**src/rtl/univ_shiftreg_nbit.sv**
```systemverilog
// Universal N-bit shift register: hold / shift / load modes plus an
// automatic serialise burst that shifts a loaded word out over WIDTH cycles.
module univ_shiftreg_nbit #(
    parameter int              WIDTH     = 32,
    parameter logic [WIDTH-1:0] RESET_VAL = '0,
    localparam int             CW        = $clog2(WIDTH + 1)
) (
    input  logic             clk,
    input  logic             clear,
    input  logic [1:0]       mode,
    input  logic [WIDTH-1:0] pi,
    input  logic             sin_r,
    input  logic             sin_l,
    input  logic             start,
    input  logic             dir,
    output logic [WIDTH-1:0] po,
    output logic             sout_r,
    output logic             sout_l,
    output logic             busy,
    output logic             done,
    output logic [CW-1:0]    cnt
);

    typedef enum logic {
        IDLE  = 1'b0,
        BURST = 1'b1
    } state_e;

    state_e           state_q, state_d;
    logic [WIDTH-1:0] po_q, po_d;
    logic [CW-1:0]    cnt_q, cnt_d;
    logic             dir_q, dir_d;
    logic             done_q, done_d;

    logic [WIDTH-1:0] shr, shl;

    assign shr = {sin_r, po_q[WIDTH-1:1]};
    assign shl = {po_q[WIDTH-2:0], sin_l};

    always_ff @(posedge clk or posedge clear) begin
        if (clear) begin
            state_q <= IDLE;
            po_q    <= RESET_VAL;
            cnt_q   <= '0;
            dir_q   <= 1'b0;
            done_q  <= 1'b0;
        end else begin
            state_q <= state_d;
            po_q    <= po_d;
            cnt_q   <= cnt_d;
            dir_q   <= dir_d;
            done_q  <= done_d;
        end
    end

    always_comb begin
        state_d = state_q;
        po_d    = po_q;
        cnt_d   = cnt_q;
        dir_d   = dir_q;
        done_d  = 1'b0;
        unique case (state_q)
            IDLE: begin
                if (start) begin
                    po_d    = pi;
                    dir_d   = dir;
                    cnt_d   = '0;
                    state_d = BURST;
                end else begin
                    unique case (mode)
                        2'b00: po_d = po_q;
                        2'b01: po_d = shr;
                        2'b10: po_d = shl;
                        2'b11: po_d = pi;
                        default: po_d = po_q;
                    endcase
                end
            end
            BURST: begin
                // Direction comes from the value latched at start, not the live input
                po_d  = dir_q ? shl : shr;
                cnt_d = cnt_q + CW'(1);
                if (cnt_q == CW'(WIDTH - 1)) begin
                    done_d  = 1'b1;
                    state_d = IDLE;
                end
            end
            default: state_d = IDLE;
        endcase
    end

    assign po     = po_q;
    assign sout_r = po_q[0];
    assign sout_l = po_q[WIDTH-1];
    assign busy   = (state_q == BURST);
    assign done   = done_q;
    assign cnt    = cnt_q;

endmodule

```
**config.mk**
```make
export PLATFORM = sky130hd
export DESIGN_NAME = univ_shiftreg_nbit
export DESIGN_NICKNAME = d
export VERILOG_FILES = /design/src/rtl/univ_shiftreg_nbit.sv
export SDC_FILE = /design/constraint.sdc
export NUM_CORES = 1
export LEC_CHECK = 0
export ABC_AREA = 1
export CORE_MARGIN = 5
export CORE_UTILIZATION = 30
export DETAILED_ROUTE_END_ITERATION = 12
export GPL_ROUTABILITY_DRIVEN = 0
export PLACE_DENSITY_LB_ADDON = 0.1
export SYNTH_ARGS = -nofsm -noshare
export SYNTH_HDL_FRONTEND = slang
export SYNTH_SLANG_ARGS = --single-unit
```
**constraint.sdc**
```tcl
create_clock -name clk -period 1.2 [get_ports clk]
set_clock_uncertainty 0.05 [all_clocks]
set_input_delay 0.18 -clock clk [delete_from_list [all_inputs] [get_ports clk]]
set_output_delay 0.18 -clock clk [all_outputs]
set_load 0.02 [all_outputs]
```
After elaboration in Yosys (flattened, before gate mapping)
Index checks and enable logic that the tools add are counted.
- bits in registers: 41
- logic and storage cells: 26
- add/sub/neg operators: 1
- eq/ne operators: 6
- multiplexer cells: 11
- bitwise gates (word level): 1
- reductions and logical operators: 2
- operators with widths (operator ; count):
    case mux 32 bit (3 select lines) ; 1
    2-to-1 mux 32 bit ; 2
    case mux 32 bit (2 select lines) ; 1
    case mux 6 bit (2 select lines) ; 1
    adder 6 x 1 -> 6 bit (second input constant) ; 1
    == test 6 x 5 -> 1 bit (second input constant) ; 1
    2-to-1 mux 6 bit ; 1
    == test 2 bit (second input constant) ; 2
    2-to-1 mux 1 bit ; 4
    inequality test 3 bit (second input constant) ; 1
    == test 2 x 1 -> 1 bit (second input constant) ; 1
    zero test 2 bit ; 1
    inequality test 2 bit (second input constant) ; 1
    case mux 1 bit (2 select lines) ; 1
    AND reduction 2 bit ; 1
    inverter 1 bit ; 1

Longest topological paths before layout
Gate-level depths: netlist of run 1.
- depth after elaboration: 4
- depth in mapped cells: 7

Worst setup path after synthesis of run 1
OpenSTA, ideal clock, no wires.
- path type: register to register
- from: reg cnt_q[0] (netlist: cnt[0])
- to: reg state_q (netlist: busy)
- library setup time: 0.124 ns
- arrival time: 1.128 ns
- slack: -0.102 ns
- stages on the path, launching flop included: 7
- buffers on the path: 0
- clock period less this slack: 1.302 ns
- path through: dfrtp_1 ha_1 nand2_1 nor2_1 nand2_1 nor3_1 nor2_1
- cells in the longest elaborated chain, start to end: 3
- ends and longest elaborated chain (what ; RTL line ; source):
    from (decl) ; 31 ; logic [CW-1:0] cnt_q, cnt_d;
    from (signal assigned) ; 50 ; cnt_q <= cnt_d;
    == test 6 x 5 -> 1 bit ; 83 ; if (cnt_q == CW'(WIDTH - 1)) begin
    2-to-1 mux 1 bit ; 83 ;
    case mux 1 bit (2 select lines) ; 62 ; unique case (state_q)
    named net state_d ; 29 ; state_e state_q, state_d;
    to (signal assigned) ; 48 ; state_q <= state_d;
    to (decl) ; 29 ;
The timed path passes the listed nets, and every way through them passes these cells.
A chain may end at the register's enable or synchronous reset.

Worst setup path after layout of run 1
- from: reg state_q (netlist: busy)
- to: reg po_q[6] (netlist: po[6])
- cells in the longest elaborated chain, start to end: 2
- elaborated cells on any way between the ends: 3
- classes of those cells: 1 x eq/ne; 1 x mux; 1 x bitwise
- ends and longest elaborated chain (what ; RTL line ; source):
    inverter 1 bit (no source line) ; -- ;
    case mux 32 bit (2 select lines) / inequality test 3 bit (equally long branches) ; -- ;
    to (signal assigned) ; 49 ; po_q <= po_d;
    to (decl) ; 30 ; logic [WIDTH-1:0] po_q, po_d;
Several ways; a longest one is shown, not always the timed one.

==> results of run 1 <==
[area by class of cell]
cell class,count,area (um^2)
inverter,14,65.1
tap,140,175
clock inverter,3,65.1
multi-input combinational,448,2130
clock buffer,5,68.8
sequential,41,1030
timing repair buffer,161,1420
fill,1148,5890
[repair_timing]
action / 4_1_cts / 5_1_grt
resized for setup: 155 / 67
hold buffers: 0 / 0
pin swaps: 1 / 19
endpoints found under the setup margin: 81 / 58
gates cloned: 0 / 3
setup buffers: 6 / 3
[worst reg2reg max path: cells and delay by family, from the launching register on]
kind	cells	cell delay (ns)
DFF	1	0.51
buffers and inverters	3	0.43
and+or+nand+nor	3	0.19
AOI/OAI and AO/OA	1	0.13
[synthesized netlist by cell type (4+ instances only)]
library cell | n | area share [%]
nand2_1 | 112 | 13
buf_6 | 4 | 1.4
buf_2 | 29 | 4.4
nor2_1 | 133 | 15
nand3_1 | 129 | 20
clkbuf_1 | 6 | 0.68
dfrtp_1 | 41 | 31
a21oi_1 | 33 | 5.0
buf_4 | 6 | 1.4
o21ai_0 | 34 | 5.1
inv_1 | 13 | 1.5
[where the power goes]
| part | switching [W] | total (W) | internal [W] | leakage, nW |
|---|---|---|---|---|
| registers | 0.000426 | 0.00252 | 0.00209 | 0.451 |
| clock network | 0.000548 | 0.00138 | 0.000828 | 0.0681 |
| logic | 0.00438 | 0.00770 | 0.00332 | 1.85 |
| total | 0.00536 | 0.0116 | 0.00624 | 2.37 |
[logic make-up after synthesis]
family	Yosys count	synth area share, %
AO/OA/AOI/OAI	69	10.6
adder cells (fa/ha/maj)	1	0.378
buffers and inverters	59	9.38
flip-flops	41	31.0
AND/OR/NAND/NOR	378	48.6
[worst max-delay path by stage]
stage,depth (start not counted),slack [ns],startpoint,endpoint
floorplan,6,-0.07,busy,po[21]
global placement,7,-0.34,mode[0],po[18]
detailed placement,7,-0.35,mode[0],po[18]
CTS,4,-0.14,busy,po[10]
global route,6,-0.24,busy,po[12]
finish,7,-0.18,busy,po[6]
[state kept, by name, indices dropped and copies added (netlist names)]
signal	flops
busy	1
dir_q	1
cnt	6
po	32
done	1
[layout by cell type (no fill, tap or decap), types with 14 or more instances in the layout]
cell type | synthesis | routed
buf_4 | 6 | 60
nand2_1 | 112 | 93
clkdlybuf4s50_1 | 0 | 38
a21oi_1 | 33 | 29
nand3_1 | 129 | 127
dfrtp_1 | 41 | 38
nand2_2 | 0 | 14
o21ai_0 | 34 | 33
nor2_1 | 133 | 124
buf_2 | 29 | 37
[stage by stage]
step / TNS, ns / power (W) / instances
after floorplan: -2.49 / 0.00671 / 548
after global placement: -12.14 / 0.0102 / 794
after detailed placement: -12.72 / 0.0103 / 794
after CTS: -3.69 / 0.0115 / 807
after global routing: -8.13 / 0.0126 / 812
final: -5.46 / 0.0116 / 812
[metal layers]
metal	wire (um)	global-route usage, %
met4	79	4.30
met3	784	2.58
met2	5900	30.6
met1	5670	25.9
met5	0	0
==> flow_metrics.env, run 1 <==
export IMPL_cp_slowest_cell="dfrtp_2"
export IMPL_placementRows=38
export IMPL_critPathMaxFanout=9
export IMPL_timing_final_hold_violations=0
export IMPL_grt_pass1_vias=3968
export IMPL_synth_area_um2=3310
export IMPL_ys_warn_count=0
export IMPL_rsz0062_at_grt="yes"
export IMPL_io_buffers=81
export IMPL_grt_pass1_wl_um=20100
export IMPL_r2r_start="busy"
export IMPL_powerDensity_nw_per_um2=2340
export IMPL_slew_headroom_pct=81.3
export IMPL_arrival_ns=1.56
export IMPL_synth_ff_type="dfrtp_1"
export IMPL_crit_path_end_kind="flop"
export IMPL_antenna_found_initial=0
export IMPL_p_leak_nw=2.37
export IMPL_cts_clk_slew_worst_paths_ns=0.09
export IMPL_dp_slack_ns=-0.352
export IMPL_wl_um=12400
export IMPL_fin_crit_ns=1.38
export IMPL_synth_edff_count=0
export IMPL_synth_seq_area_share_pct=31.0
export IMPL_outcome="complete, but fails checks"
export IMPL_cpPeakStageDelay_ns=0.51
export IMPL_dieArea_um2=13200
export IMPL_cts_tree="done"
export IMPL_avgSynthCellArea_um2=6.04
export IMPL_setup_viol=40
export IMPL_final_max_slew_violation_count=0
export IMPL_drive_gt1_share_pct=25.7
export IMPL_fin_util_pct=45.7
export IMPL_viasPerCell=5.07
export IMPL_htreeDepth=2
export IMPL_dp_final_hpwl_um=8190
export IMPL_grt_use_total_pct=18.6
export IMPL_cts_buffers=5
export IMPL_synth_seq_cells=41
export IMPL_cpLargestDelayFamily="flip-flops"
export IMPL_netlist_instances=548
export IMPL_ant_nets=0
export IMPL_first_iter_violations=240
export IMPL_areaGrowthSynthToFinish_pct=49.8
export IMPL_grt_remaining_overflow=0
export IMPL_wire_per_inst_um=15.3
export IMPL_place_area_um2=4660
export IMPL_r2r_slack_ns=-0.18
export IMPL_root_buffer="clkbuf_8"
export IMPL_diodes=0
export IMPL_die_h_um=115
export IMPL_required_ns=1.37
export IMPL_startpoint_type="flop"
export IMPL_syn_nets=589
export IMPL_maxCapViolCount=0
export IMPL_grt_max_degree=42
export IMPL_hold_class="input pin to async pin"
export IMPL_fmax_mhz=724
export IMPL_period_share_pct=115
export IMPL_pin_count=82
export IMPL_dr_pass1_iters=5
export IMPL_synthArstFlopShare_pct=100
export IMPL_crit_chain="buf_12, inv_12, clkbuf_16, nand3_1, nand2_1, nor2_1, a21oi_1"
export IMPL_core_area_um2=10800
export IMPL_num_vias=4118
export IMPL_route_detailed_drc=0
export IMPL_final_cell_area_um2=4950
export IMPL_violations="negative setup slack"
export IMPL_r2r_end="po[6]"
export IMPL_vdd_drop_max_v=0.000912
export IMPL_initial_core_util_pct=30.5
export IMPL_synthDistinctLibCells=19
export IMPL_clk_latency_ns=0.30
export IMPL_worstSetupPathType="flop to flop"
export IMPL_whs_ns=0.168
export IMPL_path_buf_inv=3
export IMPL_clk_path_buf_depth=2
export IMPL_layout_setup_ws_ns=-0.181
export IMPL_die_w_um=115
export IMPL_tightest_slew_ns=0.280
export IMPL_cts_sinks=41
export IMPL_nNetsFinal=712
export IMPL_reg2reg_depth=7
Note: power is estimated with default switching activity, not from simulation.
==> inputs of run 2 (changes only) <==
--- a/config.mk
+++ b/config.mk
@@ -6,6 +6,7 @@
 export NUM_CORES = 1
 export LEC_CHECK = 0
 export ABC_AREA = 1
+export ABC_CLOCK_PERIOD_IN_PS = 1200
 export CORE_MARGIN = 5
 export CORE_UTILIZATION = 30
 export DETAILED_ROUTE_END_ITERATION = 12
==> results of run 2 <==
Final layout, timing and power as in run 1 (identical DEF).
==> inputs of run 3 (changes only) <==
--- a/config.mk
+++ b/config.mk
@@ -7,7 +7,7 @@
 export LEC_CHECK = 0
 export ABC_AREA = 1
 export ABC_CLOCK_PERIOD_IN_PS = 1200
-export CORE_MARGIN = 5
+export CORE_MARGIN = 2
 export CORE_UTILIZATION = 30
 export DETAILED_ROUTE_END_ITERATION = 12
 export GPL_ROUTABILITY_DRIVEN = 0
==> run 3 against run 2 <==
Setup slack improved by 0.047 ns; clock-buffer cell count increased by 2; non-clock buffer count decreased by 9; critical path depth unchanged; hold slack got worse by 0.013 ns; sequential share of layout area increased by 1.6 points; the run still ends with negative setup slack left; critical endpoint is now po[8]; highest routed layer unchanged; largest cell class unchanged.
==> flow_metrics.env, run 3 (synthesized netlist as in run 1, its figures left out) <==
export IMPL_vdd_drop_max_v=0.00108
export IMPL_rsz0062_at_grt="yes"
export IMPL_required_ns=1.39
export IMPL_arrival_ns=1.52
export IMPL_busiest_layer="met2"
export IMPL_grt_remaining_overflow=0
export IMPL_final_max_slew_violation_count=0
export IMPL_use_met1_pct=29.2
export IMPL_startpoint_type="flop"
export IMPL_ant_nets=0
export IMPL_gr_usage_met2_pct=32.9
export IMPL_core_area_um2=10800
export IMPL_cts_clk_slew_worst_paths_ns=0.09
export IMPL_clk_latency_ns=0.31
export IMPL_num_vias=4119
export IMPL_critPathMaxFanout=32
export IMPL_areaGrowthSynthToFinish_pct=38.9
export IMPL_largest_register_ffs=32
export IMPL_fin_crit_ns=1.33
export IMPL_viasPerCell=5.12
export IMPL_grt_pass1_wl_um=19700
export IMPL_period_share_pct=111
export IMPL_dieArea_um2=11900
export IMPL_cts_sinks=41
export IMPL_layout_setup_ws_ns=-0.134
export IMPL_pin_count=82
export IMPL_dp_slack_ns=-0.405
export IMPL_dp_cells=793
export IMPL_die_w_um=109
export IMPL_maxCapViolCount=0
export IMPL_fmax_mhz=750
export IMPL_antenna_found_initial=1
export IMPL_outcome="complete, but fails checks"
export IMPL_io_buffers=81
export IMPL_use_met3_pct=3.17
export IMPL_crit_path_end_kind="flop"
export IMPL_die_h_um=109
export IMPL_stdcell_count=804
export IMPL_grt_pass1_vias=3953
export IMPL_htreeDepth=2
export IMPL_grt_use_total_pct=20.9
export IMPL_layout_commonest_cell="nor2_1"
export IMPL_fillers=1144
export IMPL_grt_max_degree=42
export IMPL_dr_pass1_iters=4
export IMPL_setup_viol=37
export IMPL_initial_core_util_pct=30.7
export IMPL_layout_common_cells="130 x nor2_1, 129 x nand3_1, 109 x nand2_1"
export IMPL_first_iter_violations=277
export IMPL_drive_gt1_share_pct=20.7
export IMPL_route_detailed_drc=0
export IMPL_nNetsFinal=703
export IMPL_place_area_um2=4630
export IMPL_wl_um=12000
export IMPL_tns_ns=-2.74
export IMPL_final_cell_area_um2=4590
export IMPL_worstSetupPathType="flop to flop"
export IMPL_violations="negative setup slack"
export IMPL_cts_buffers=5
export IMPL_timing_final_hold_violations=0
export IMPL_slew_headroom_pct=74.9
export IMPL_tightest_slew_ns=0.376
export IMPL_placementRows=38
export IMPL_wire_per_inst_um=14.9
export IMPL_root_buffer="clkbuf_8"
export IMPL_cts_tree="done"
export IMPL_reg2reg_depth=7
export IMPL_dp_final_hpwl_um=8040
export IMPL_hold_class="input pin to async pin"
export IMPL_clk_path_buf_depth=2
export IMPL_p_leak_nw=2.26
export IMPL_powerDensity_nw_per_um2=2360
run 3: cell types whose count changed in the layout (fill, tap and decap cells not counted), moves of 4 or more:
cell	previous run	this run
buf_6	8	4
clkdlybuf4s15_2	5	0
nand2_1	93	109
nand2_2	14	3
nand2_4	5	1
nor2_1	124	130
nor2_2	8	3
run 3: final cells by class:
| type | instances | area (um^2) | area share, % |
|---|---|---|---|
| inverter | 14 | 55.1 | 1.20 |
| sequential | 41 | 1030 | 22.4 |
| timing repair buffer | 152 | 1230 | 26.7 |
| clock inverter | 1 | 5.00 | 0.109 |
| clock buffer | 7 | 96.3 | 2.10 |
| tap | 140 | 175 | 3.81 |
| multi-input combinational | 448 | 2000 | 43.6 |
| antenna | 1 | 2.50 | 0.0545 |
run 3: final timing paths:
check | from | end | slack [ns]
worst max-delay path | busy | po[8] | -0.13
worst min-delay path | clear | po[15] | 0.16
worst max register to register | busy | po[8] | -0.13
worst min register to register | cnt[0] | cnt[0] | 0.48
max in group asynchronous | clear | cnt[1] | 0.71
min in group clk | mode[1] | po[15] | 0.43
run 3: stage by stage:
step / hold WS (ns) / power [W] / util, %
final: 0.155 / 0.0108 / 42.6
after global routing: 0.196 / 0.0118 / 42.6
after CTS: 0.165 / 0.0110 / 43.5
after detailed placement: 0.476 / 0.0102 / 42.9
after global placement: 0.470 / 0.0102 / 42.9
after floorplan: 0.289 / 0.00671 / -
run 3: timing repair:
item                                    in CTS  in global routing
hold buffers                                 0                  0
setup buffers                                2                  0
endpoints found under the setup margin      81                 63
pin swaps                                    1                  0
resized for setup                          152                 29
run 3: routing by layer:
layer  vias to the layer above  share of wire [%]  wire length, um
met5                         -                  0                0
li1                       2027                  -                -
met2                       147                 46             5540
met1                      1935                 46             5560
met3                        10                6.1              724
met4                         0                1.2              138
run 3: worst max-delay path: stages (launching register included):
cell and delay [ns]:
dfrtp_2 0.41, buf_6 0.15, nor2_8 0.11, nand2_4 0.08, buf_12 0.17, nand2_1 0.07
nor2_1 0.04, a21oi_1 0.16
run 3: report_power, final:
group | total, W | switching (W) | internal [W] | leakage (nW)
Clock | 0.00108 | 0.000559 | 0.000522 | 0.0542
Combinational | 0.00726 | 0.00426 | 0.00300 | 1.76
Sequential | 0.00249 | 0.000402 | 0.00209 | 0.451
